`config.mk`:
```
export PLATFORM = sky130hd
export DESIGN_NAME = burst_arbiter_ctrl
export DESIGN_NICKNAME = d
export VERILOG_FILES = /design/src/rtl/burst_arbiter_ctrl_pkg.sv /design/src/rtl/burst_arbiter_ctrl_rr_pick2.sv /design/src/rtl/burst_arbiter_ctrl.sv
export SDC_FILE = /design/constraint.sdc
export NUM_CORES = 1
export LEC_CHECK = 0
export CAP_MARGIN = 20
export CORE_UTILIZATION = 55
export CTS_CLUSTER_SIZE = 8
export DETAILED_ROUTE_END_ITERATION = 12
export DONT_BUFFER_PORTS = 1
export GPL_ROUTABILITY_DRIVEN = 0
export GPL_TIMING_DRIVEN = 0
export PLACE_DENSITY_LB_ADDON = 0.3
export SLEW_MARGIN = 5
export SYNTH_ARGS = -nofsm -noshare
export SYNTH_HDL_FRONTEND = slang
export SYNTH_SLANG_ARGS = --single-unit
```
`constraint.sdc`:
```
create_clock -name clk -period 2.1 [get_ports clk]
set_input_delay 0.63 -clock clk [delete_from_list [all_inputs] [get_ports clk]]
set_output_delay 0.63 -clock clk [all_outputs]
set_load 0.01 [all_outputs]
```
`src/rtl/burst_arbiter_ctrl_pkg.sv`:
```
// Shared types and default sizes for the burst arbiter.
package ip_pkg;

    localparam int DW_DEF      = 32;
    localparam int BURST_W_DEF = 8;

    typedef enum logic [1:0] {
        IDLE  = 2'd0,
        BURST = 2'd1,
        DRAIN = 2'd2,
        DONE  = 2'd3
    } arb_state_e;

    typedef enum logic [1:0] {
        MODE_0 = 2'd0,
        MODE_1 = 2'd1,
        MODE_2 = 2'd2,
        MODE_3 = 2'd3
    } mode_e;

endpackage

```
`src/rtl/burst_arbiter_ctrl_rr_pick2.sv`:
```
// Two-requester round-robin select: on a tie the port that was not granted last wins.
module rr_pick2 (
    input  logic [1:0] req,
    input  logic       last,
    output logic       gnt_id,
    output logic       gnt_any
);

    always_comb begin
        gnt_any = |req;
        gnt_id  = 1'b0;
        if (req == 2'b11) begin
            gnt_id = ~last;
        end else if (req[1]) begin
            gnt_id = 1'b1;
        end
    end

endmodule

```
`src/rtl/burst_arbiter_ctrl.sv`:
```
// Burst-level scheduler sharing one processing datapath between two slave ports.
// Optional idle-beat timeout enabled by ARB_TIMEOUT_EN; dbg_state mirrors arb_state_e.
module burst_arbiter_ctrl
    import ip_pkg::*;
#(
    parameter int DW      = DW_DEF,
`ifdef ARB_TIMEOUT_EN
    parameter int TIMEOUT = 64,
`endif
    parameter int BURST_W = BURST_W_DEF
) (
    input  logic               clk,
    input  logic               rst_n,
    input  logic [1:0]         slv0_mode,
    input  logic [1:0]         slv1_mode,
    input  logic               slv0_data_valid,
    input  logic               slv1_data_valid,
    input  logic [BURST_W-1:0] slv0_proc_valid,
    input  logic [BURST_W-1:0] slv1_proc_valid,
    input  logic [DW-1:0]      slv0_data,
    input  logic [DW-1:0]      slv1_data,
    input  logic               fifo_full,
    input  logic               fifo_threshold,
    input  logic               proc_cmplt,
    output logic               slv0_ready,
    output logic               slv1_ready,
    output logic [1:0]         slvx_mode,
    output logic               slvx_data_valid,
    output logic [BURST_W-1:0] slvx_proc_val,
    output logic [DW-1:0]      slvx_data,
    output logic               data_source,
    output logic               mstr0_cmplt,
`ifdef ARB_TIMEOUT_EN
    output logic               timeout_err,
`endif
    output logic [1:0]         dbg_state
);

    arb_state_e         state;
    arb_state_e         state_nxt;
    mode_e              mode_q;
    logic [BURST_W-1:0] proc_val_q;
    logic [BURST_W-1:0] cnt;
    logic               src;
    logic               last_gnt;
    logic [1:0]         req;
    logic               pick_id;
    logic               pick_any;
    logic               gnt_valid;
    logic               beat;
    logic               abort;

    assign req = {slv1_data_valid && (slv1_proc_valid != '0),
                  slv0_data_valid && (slv0_proc_valid != '0)};

    rr_pick2 u_pick (
        .req     (req),
        .last    (last_gnt),
        .gnt_id  (pick_id),
        .gnt_any (pick_any)
    );

    // A beat moves on a cycle where the granted port has valid high and its ready is high;
    // valid without ready is a stall and the beat counter holds.
    always_comb begin
        slv0_ready = 1'b0;
        slv1_ready = 1'b0;
        if (state == BURST && !fifo_threshold && !fifo_full) begin
            slv0_ready = !src;
            slv1_ready = src;
        end
    end

    assign gnt_valid       = src ? slv1_data_valid : slv0_data_valid;
    assign beat            = gnt_valid && (slv0_ready || slv1_ready);
    assign slvx_data_valid = beat;
    assign slvx_data       = src ? slv1_data : slv0_data;
    assign data_source     = src;
    assign slvx_mode       = mode_q;
    assign slvx_proc_val   = proc_val_q;
    assign mstr0_cmplt     = (state == DONE);
    assign dbg_state       = state;

`ifdef ARB_TIMEOUT_EN
    localparam int TW = $clog2(TIMEOUT + 1);
    logic [TW-1:0] stall_cnt;

    // Fires on the TIMEOUT-th consecutive beat-less cycle of a burst.
    assign abort = (state == BURST) && !beat && (stall_cnt == TW'(TIMEOUT - 1));

    always_ff @(posedge clk) begin
        if (rst_n) begin
            stall_cnt   <= '0;
            timeout_err <= 1'b0;
        end else begin
            if (state != BURST || beat) begin
                stall_cnt <= '0;
            end else begin
                stall_cnt <= stall_cnt + TW'(1);
            end
            if (abort) begin
                timeout_err <= 1'b1;
            end
        end
    end
`else
    assign abort = 1'b0;
`endif

    always_comb begin
        state_nxt = state;
        case (state)
            IDLE: begin
                if (pick_any) begin
                    state_nxt = BURST;
                end
            end
            BURST: begin
                if (beat && cnt == BURST_W'(1)) begin
                    state_nxt = proc_cmplt ? DONE : DRAIN;
                end else if (abort) begin
                    // Beats already handed downstream must still be retired by proc_cmplt.
                    state_nxt = (cnt != proc_val_q) ? DRAIN : DONE;
                end
            end
            DRAIN: begin
                if (proc_cmplt) begin
                    state_nxt = DONE;
                end
            end
            DONE:    state_nxt = IDLE;
            default: state_nxt = IDLE;
        endcase
    end

    always_ff @(posedge clk) begin
        if (rst_n) begin
            state      <= IDLE;
            last_gnt   <= 1'b1;
            cnt        <= '0;
            src        <= 1'b0;
            mode_q     <= MODE_0;
            proc_val_q <= '0;
        end else begin
            state <= state_nxt;
            if (state == IDLE && pick_any) begin
                src        <= pick_id;
                mode_q     <= mode_e'(pick_id ? slv1_mode : slv0_mode);
                proc_val_q <= pick_id ? slv1_proc_valid : slv0_proc_valid;
                cnt        <= pick_id ? slv1_proc_valid : slv0_proc_valid;
            end else if (beat) begin
                cnt <= cnt - BURST_W'(1);
            end
            if (state == DONE) begin
                last_gnt <= src;
            end
        end
    end

endmodule
```
Word level (Yosys, flattened, before mapping)
Index checks and enable logic that the tools add are counted.

cells by class
  equal/unequal tests = 8
  bitwise gates (word level) = 1
  muxes and demuxes = 15
  reduce and logical (&&, ||, !) cells = 17
  $add $sub $neg = 1

operator list
  kind                                                                count
  32-bit two-way mux                                                  1
  8-bit two-way mux                                                   3
  8-bit nonzero test                                                  2
  8-bit by 1-bit == test with 1-bit output, second input constant     1
  2-bit two-way mux                                                   4
  2-bit case mux with 4 select lines                                  1
  8-bit by 1-bit subtractor with 8-bit output, second input constant  1
  1-bit logical AND                                                   7
  2-bit == test, second input constant                                3
  1-bit two-way mux                                                   6
  2-bit != test, second input constant                                2
  1-bit logical NOT                                                   3
  3-bit AND reduction                                                 1
  2-bit by 1-bit == test with 1-bit output, second input constant     1
  2-bit logical NOT                                                   1
  2-bit by 1-bit != test with 1-bit output, second input constant     1
  2-bit nonzero test                                                  1
  2-bit OR reduction                                                  1
  1-bit logical OR                                                    1
  1-bit NOT                                                           1

word-level totals
  output and inout bits = 49
  bits in registers = 22
  input port bits = 91
  word-level logic and storage cells = 48

Logic depth before layout (Yosys ltp)
Gate-level depths: netlist of the first run.

  word-level depth = 9
  depth in mapped cells = 9
  mapped depth without buffers = 7

Modules after synthesis
Synthesis of the first run repeated with hierarchy kept, for this count alone.

unflattened totals
  cells, all modules = 171
  area total of the unflattened synthesis = 1644.1 um^2

by module, submodules not included
  module              cells each  instances  sequential area each (um^2)  area each (um^2)
  burst_arbiter_ctrl  169         1          440.4                        1630.3
  rr_pick2            2           1          0.0                          13.8

Worst setup path after synthesis of the first run
Ideal clock, no wire load.

  path kind = input port to flip-flop
  start = input fifo_threshold
  end = register state[0], in the netlist dbg_state[0]
  required time = 2.014 ns
  slack = -0.144 ns
  path buffers = 1
  arrival = 2.158 ns
  cell stages on the path = 6
  library setup time = 0.086 ns
  cells stage by stage = or3b_1 buf_2 o41a_1 a311oi_2 o21ai_1 a221oi_2

between the ends
  cells in the longest elaborated chain, start to end = 9
  elaborated cells between the ends (all ways) = 10
  classes of those cells = 1 x eq/ne; 2 x mux; 7 x reduce/logical

ends and longest elaborated chain
  what                                                  RTL line                   text
  start, declared                                       burst_arbiter_ctrl.sv:23   input logic fifo_threshold,
  1-bit logical NOT *                                   burst_arbiter_ctrl.sv:68   if (state == BURST && !fifo_threshold && !fifo_full) begin
  1-bit logical AND * (2 in series)                     burst_arbiter_ctrl.sv:68
  1-bit two-way mux                                     burst_arbiter_ctrl.sv:68
  1-bit logical OR *                                    burst_arbiter_ctrl.sv:75   assign beat = gnt_valid && (slv0_ready || slv1_ready);
  1-bit logical AND *                                   burst_arbiter_ctrl.sv:75
  1-bit logical AND *                                   burst_arbiter_ctrl.sv:119  if (beat && cnt == BURST_W'(1)) begin
  2-bit by 1-bit != test with 1-bit output (no line) *  -
  3-bit AND reduction (no line) *                       -
  end signal, assigned                                  burst_arbiter_ctrl.sv:145  state <= state_nxt;
  end, declared                                         burst_arbiter_ctrl.sv:39   arb_state_e state;

Every way passes the cells marked *; elsewhere a longest branch is shown, timed or not.
A chain may end at the register's enable or synchronous reset.

Worst setup path in the final report of the first run
  start = register state[1], in the netlist dbg_state[1]
  end = output slvx_data_valid

between the ends
  cells in the longest elaborated chain, start to end = 6
  elaborated cells between the ends (all ways) = 7
  classes of those cells = 1 x eq/ne; 2 x mux; 4 x reduce/logical

ends and longest elaborated chain
  what                                        RTL line                  text
  2-bit by 1-bit == test with 1-bit output *  burst_arbiter_ctrl.sv:68
  1-bit logical AND * (2 in series)           burst_arbiter_ctrl.sv:68
  1-bit two-way mux                           burst_arbiter_ctrl.sv:68
  1-bit logical OR *                          burst_arbiter_ctrl.sv:75
  1-bit logical AND *                         burst_arbiter_ctrl.sv:75
  end, declared                               burst_arbiter_ctrl.sv:28  output logic slvx_data_valid,

Marked as above.

==> summary.md, run 1 <==
| Metric | Value |
|---|---|
| Clock sinks | `22` |
| Final Skew | `0.00603 ns` |
| DR vias | `1854` |
| Post-synth EDFFs | `0` |
| Total track usage | `30.6%` |
| R2R cell count | `7` |
| Initial Util | `58.5%` |
| Crit share post-route | `108%` |
| Hold WS | `0.496 ns` |
| Ys async rst share | `0%` |
| Hold Vio Cnt, Final | `0` |
| Post-Synthesis Cells | `216` |
| Layout cells sized above 1 | `37.2%` |
| Seq/Total Area, Yosys | `24.4%` |
| Fin nets | `330` |
| Total of max-cap violations | `0` |
| Clk slew on worst S/H paths | `0.13 ns` |
| Hold path start | `cnt[7]` |
| Netlist Area Pre-Place | `1800 um2` |
| Initial antenna violation count | `0` |
| Largest net degree at the start of global routing | `12` |
| Worst r2r src | `cnt[1]` |
| Crit Path Max Fanout | `6` |
| Root buf cell | `clkbuf_4` |
| Mapped Nets | `313` |
| Max VDD drop | `0.000676 V` |
| Final Util | `69.3%` |
| Max-slew headroom | `63.3%` |
| Comb pwr share | `60.9%` |
| Min Tclk post-route | `2.28 ns` |
| Routed len/inst | `20.9 um` |
| Leakage power | `0.775 nW` |
| Net Sw Frac | `46.3%` |
| Crit end category | `primary output` |
| Pwr Density | `1140 nW/um2` |
| Syn Area/Cell | `8.34 um2` |
| Core Footprint | `3080 um2` |
| Max-slew violation count | `0` |
| Crit. Startpoint | `dbg_state[1]` |
| Pre-antenna DRT Iters | `6` |
| NetSw | `1.13 mW` |
| Die area | `3510 um2` |
| Pin slew with the least headroom to its limit | `0.551 ns` |
| Failing checks | `negative setup slack` |
| Vias in the first global route | `1562` |
| Tightest Hold Check Type | `reg -> reg` |
| I/O pin total | `140` |
| Critical path required time | `1.47 ns` |
| Internal Power | `1.31 mW` |
| Final worst slack | `-0.178 ns` |
| Crit path DAT | `1.65 ns` |
| Site Rows | `20` |
| Clock share of power | `8.3%` |
| Initial DRC count | `108` |
| N_diodes | `0` |
| Yosys warns | `0` |
| Clock Latency Late Sink | `0.31 ns` |
| DRC Markers | `0` |
| Number of synthesized register bits | `22` |
| Die height | `59.2 um` |
| Fin Setup TNS | `-0.419 ns` |
| Status | `finished, violations left` |
| First-pass GRT wire length | `7.88 mm` |
| Startpoint Class | `flop` |
| Worst Hold Depth | `2` |
| Most common flop cell mapped by yosys | `dfxtp_1` |
| Detailed Place HPWL | `4.16 mm` |
| Hold buffers post-CTS | `0` |
| RSZ-0062 raised after global routing | `yes` |
| TritonCTS clock tree | `built` |
| IO buf count | `0` |
| Layout area overhead | `18.3%` |
| Routed Antenna Nets | `0` |
| Die width | `59.2 um` |
| Cell variety after synth | `46` |
| Maximum root-to-sink buffer count | `2` |
| Final setup viols | `5` |
| Crit path kind | `reg -> out` |
| Total grt overflow | `0` |
| Post-Route WL | `5.75 mm` |
| Sequential fraction of design power | `30.8%` |
| Vias per cell | `6.74` |
| Number of buffers created by CTS | `3` |
| Max Fclk | `0.439 GHz` |
| H-tree depth | `1` |
## stage by stage
step	worst slack, ns	std cells	total power, mW	instance area, um2
after floorplan	0.00743	216	1.66	1800
after global placement	-0.243	260	1.89	1860
after detailed placement	-0.271	260	1.91	1860
after CTS	-0.163	269	2.22	2000
after global routing	-0.224	275	2.59	2130
final	-0.178	275	2.44	2130
## path summary, 6_finish.rpt
kind	end	slack, ns
worst max-delay path	slvx_data_valid	-0.18
worst min-delay path	cnt[7]	0.50
worst max register to register	dbg_state[0]	-0.05
worst min register to register	cnt[7]	0.50
## critical path: stages, from the launching register on
cell	delay (ns)
dfxtp_4	0.40
inv_4	0.07
ha_4	0.12
or3b_4	0.44
nor2_4	0.15
buf_6	0.15
## cells in the final DEF, fill, tap and decap left out, types with 4 or more instances in the layout
cell type | synthesis | final
a21oi_1 | 9 | 8
a22oi_1 | 7 | 7
a32oi_1 | 6 | 6
buf_4 | 0 | 13
buf_6 | 0 | 5
clkbuf_1 | 7 | 5
dfxtp_1 | 22 | 17
dfxtp_4 | 0 | 4
inv_1 | 9 | 6
mux2_2 | 32 | 32
mux2i_1 | 6 | 5
nand2_1 | 25 | 25
nand3_1 | 4 | 4
nor2_1 | 15 | 14
nor3_1 | 9 | 8
nor4_2 | 0 | 4
o22ai_1 | 5 | 5
## per-layer routing
metal	track usage [%]	wire [um]	vias to the layer above
met4	5.44	92	0
met1	42.7	2220	845
li1	-	-	844
met2	51.0	2760	153
met3	3.49	681	12
met5	0	0	-
## synth_stat cells, types with 2 or more instances
master,number,area (um2)
ha_1,6,75.1
a32oi_1,6,52.6
dfxtp_1,22,440
inv_1,9,33.8
o221ai_1,2,17.5
buf_1,3,11.3
or3_1,2,12.5
a22oi_1,7,52.6
and2_1,3,18.8
mux2_2,32,360
nand3_1,4,20.0
o21ai_0,2,10.0
a21bo_2,2,20.0
mux2i_1,6,60.1
nor4_1,5,31.3
clkbuf_1,7,26.3
o22ai_1,5,31.3
buf_2,4,20.0
a21oi_1,9,45.0
a211oi_1,3,22.5
a221oi_1,2,17.5
nor2b_1,3,18.8
nor3_1,9,45.0
a21o_1,2,15.0
nor2_1,15,56.3
nand2_1,25,93.8
or4_1,2,15.0
## power by group through the flow
stage                     Sequential, mW  Clock [mW]  Combinational [mW]
after global placement             0.725           0                1.16
after CTS                          0.743       0.199                1.28
after floorplan                    0.689           0               0.974
after global routing               0.769       0.222                1.60
after detailed placement           0.726           0                1.19
final                              0.750       0.203                1.48
## flip-flops by register name (all words and copies together) (netlist names)
signal	cells
slvx_mode	2
dbg_state	2
slvx_proc_val	8
cnt	8
data_source	1
last_gnt	1
## repair_timing
item / in CTS / in global routing
gates resized for setup: 30 / 22
endpoints found under the setup margin: 40 / 50
endpoints found under the hold margin: 0 / 0
pin swaps: 1 / 5
buffers inserted: 5 / 8
gates cloned: 1 / 0
## cell families after synthesis
logic type      after synthesis  synth area share (%)
fa+ha+maj                     6                  4.17
compound gates               51                  22.0
simple gates                 76                  21.0
mux                          38                  23.3
flops                        22                  24.4
buf+inv                      23                  5.07
## cell type report
class	instances	area, um2
Inverter	9	36.3
Sequential cell	22	457
Timing Repair Buffer	14	103
Tap cell	44	55.1
Multi-Input combinational cell	171	1370
Buffer	12	85.1
Clock buffer	3	22.5
Fill cell	234	946
No activity file was read; power rests on OpenSTA's default activity.
==> run 2: changes to the inputs <==
--- a/config.mk
+++ b/config.mk
@@ -7,6 +7,7 @@
 export LEC_CHECK = 0
 export CAP_MARGIN = 20
 export CORE_UTILIZATION = 55
+export CTS_CLUSTER_DIAMETER = 80
 export CTS_CLUSTER_SIZE = 8
 export DETAILED_ROUTE_END_ITERATION = 12
 export DONT_BUFFER_PORTS = 1
==> results of run 2 <==
Final layout, timing and power as in run 1 (identical DEF).
==> run 3: changes to the inputs <==
--- a/config.mk
+++ b/config.mk
@@ -13,7 +13,7 @@
 export DONT_BUFFER_PORTS = 1
 export GPL_ROUTABILITY_DRIVEN = 0
 export GPL_TIMING_DRIVEN = 0
-export PLACE_DENSITY_LB_ADDON = 0.3
+export PLACE_DENSITY = 0.73
 export SLEW_MARGIN = 5
 export SYNTH_ARGS = -nofsm -noshare
 export SYNTH_HDL_FRONTEND = slang
==> constraint.sdc (replaced) <==
create_clock -name clk -period 2.1 [get_ports clk]
set_input_delay 0.315 -clock clk [delete_from_list [all_inputs] [get_ports clk]]
set_output_delay 0.315 -clock clk [all_outputs]
set_load 0.01 [all_outputs]
==> summary.md, run 3 (same netlist as run 1, synthesis figures left out) <==
| Metric | Value |
|---|---|
| Clk slew on worst S/H paths | `0.12 ns (was 0.13 ns)` |
| Routed Antenna Nets | `0 (unchanged)` |
| Die height | `59.2 um (unchanged)` |
| Total of max-cap violations | `0 (unchanged)` |
| Layout cells sized above 1 | `32.0% (was 37.2%)` |
| Vias in the first global route | `1801 (was 1562)` |
| Initial DRC count | `115 (was 108)` |
| Design area | `1990 um2 (was 2130 um2)` |
| Startpoint Class | `flop (unchanged)` |
| Crit path kind | `reg -> reg (was reg -> out)` |
| DRC Markers | `0 (unchanged)` |
| Pin slew with the least headroom to its limit | `0.620 ns (was 0.551 ns)` |
| Max VDD drop | `0.000625 V (was 0.000676 V)` |
| Clock Latency Late Sink | `0.31 ns (about the same)` |
| Routed len/inst | `22.6 um (was 20.9 um)` |
| Crit path DAT | `2.35 ns (was 1.65 ns)` |
| Final Skew | `0.00764 ns (was 0.00603 ns)` |
| Initial Util | `58.5% (unchanged)` |
| I/O pin total | `140 (unchanged)` |
| Site Rows | `20 (unchanged)` |
| Max-slew headroom | `58.3% (was 63.3%)` |
| Core Footprint | `3080 um2 (unchanged)` |
| N_diodes | `0 (unchanged)` |
| Pre-antenna DRT Iters | `5 (was 6)` |
| Vias per cell | `6.99 (was 6.74)` |
| Root buf cell | `clkbuf_4 (unchanged)` |
| Crit share post-route | `101% (was 108%)` |
| Final setup viols | `2 (was 5)` |
| Max Fclk | `0.471 GHz (was 0.439 GHz)` |
| Crit Path Max Fanout | `4 (was 6)` |
| Final worst slack | `-0.0245 ns (was -0.178 ns)` |
| Fin nets | `321 (was 330)` |
| Pwr Density | `1150 nW/um2 (was 1140 nW/um2)` |
| Slowest cell on crit path | `dfxtp_2 (was or3b_4)` |
| Clock sinks | `22 (unchanged)` |
| Slowest stage delay, CP | `0.44 ns (about the same)` |
| Min Tclk post-route | `2.12 ns (was 2.28 ns)` |
| Largest net degree at the start of global routing | `12 (unchanged)` |
| Maximum root-to-sink buffer count | `2 (unchanged)` |
| Failing checks | `negative setup slack (unchanged)` |
| Detailed Place HPWL | `4.78 mm (was 4.16 mm)` |
| Max-slew violation count | `0 (unchanged)` |
| Status | `finished, violations left (unchanged)` |
| Crit end category | `flop (was primary output)` |
| Leakage power | `0.719 nW (was 0.775 nW)` |
| IO buf count | `0 (unchanged)` |
| H-tree depth | `1 (unchanged)` |
| Total grt overflow | `0 (unchanged)` |
| Number of buffers created by CTS | `3 (unchanged)` |
| First-pass GRT wire length | `8.59 mm (was 7.88 mm)` |
| Total track usage | `33.3% (was 30.6%)` |
| Initial antenna violation count | `0 (unchanged)` |
| Most frequent cells in the layout | `mux2_2 (32), nand2_1 (25), dfxtp_1 (18) (was mux2_2 (32), nand2_1 (25), dfxtp_1 (17))` |
| Dpl ws | `-0.110 ns (was -0.271 ns)` |
| DR vias | `1859 (was 1854)` |
| TritonCTS clock tree | `built (unchanged)` |
| Most common cell after layout, fill and taps aside | `mux2_2 (unchanged)` |
| RSZ-0062 raised after global routing | `yes (unchanged)` |
| Post-placement cell area | `1860 um2 (about the same)` |
| Critical Path, Cell by Cell | `ha_4, or3b_4, o41a_1, a311oi_2, o21ai_1, a221oi_2 (was inv_4, ha_4, or3b_4, nor2_4, buf_6)` |
| Critical path required time | `2.33 ns (was 1.47 ns)` |
| Tightest Hold Check Type | `in -> reg (was reg -> reg)` |
| Layout area overhead | `10.7% (was 18.3%)` |
| Post-Route WL | `6.01 mm (was 5.75 mm)` |
| Hold Vio Cnt, Final | `0 (unchanged)` |
| Die area | `3510 um2 (unchanged)` |
| Die width | `59.2 um (unchanged)` |
==> run 3: changes by cell type in the layout (fill, tap and decap cells not counted), moves of 2 or more <==
| cell | change |
|---|---|
| buf_2 | +3 |
| dfxtp_4 | -2 |
| nor4_1 | +4 |
| nor4_2 | -4 |
| buf_4 | -8 |
| nor2_2 | +2 |
| buf_6 | -4 |
==> run 3: metal layers <==
metal	share of wire, %	global-route usage (%)	vias to the layer above	wire, um
li1	-	-	826	-
met1	36	37.6	860	2160
met2	50	61.3	152	3010
met3	11	6.11	21	644
met4	3.1	12.6	0	189
met5	0	0	-	0
==> run 3: path summary, 6_finish.rpt <==
path	cells after the start	from	slack, ns	end
worst max-delay path	6	dbg_state[0]	-0.02	dbg_state[0]
worst min-delay path	2	slv0_mode[0]	0.23	slvx_mode[0]
worst min register to register	2	cnt[7]	0.49	cnt[7]
worst max register to register	6	dbg_state[0]	-0.02	dbg_state[0]
==> run 3: critical path, delay by kind of cell, from the launching register on <==
| family | cells | cell delay [ns] |
|---|---|---|
| AO/OA/AOI/OAI | 4 | 1.04 |
| AND/OR/NAND/NOR | 1 | 0.40 |
| flip-flops | 1 | 0.44 |
| adder cells (fa/ha/maj) | 1 | 0.15 |
==> run 3: where the power goes <==
group	leakage [nW]	switching (mW)	internal, mW
Clock	0.0138	0.126	0.0670
Combinational	0.522	0.763	0.578
Sequential	0.183	0.190	0.564
==> run 3: cell type report <==
type	instances	area, um2
multi-input cells	171	1330
well taps	44	55.1
plain buffers	12	60.1
repair buffers	5	37.5
clock buffers	3	22.5
inverters	9	36.3
fillers	270	1080
flip-flops and latches	22	450
==> run 3: repair_timing <==
item / 4_1_cts / 5_1_grt
hold buffers: 0 / 0
buffers inserted: 3 / 2
pin swaps: 2 / 3
resized for setup: 16 / 11
hold endpoints to repair: 0 / 0
endpoints found under the setup margin: 34 / 21
==> run 3: per-stage QoR <==
step	cells	hold slack, ns	power (mW)	util (%)	setup TNS [ns]
final	266	0.225	2.29	64.8	-0.0464
after global routing	266	0.228	2.44	64.8	-0.275
after CTS	265	0.234	2.21	63.3	-0.0456
after detailed placement	260	0.464	1.94	60.5	-0.360
after global placement	260	0.452	1.87	60.5	-0.0841
after floorplan	216	0.434	1.67	-	0
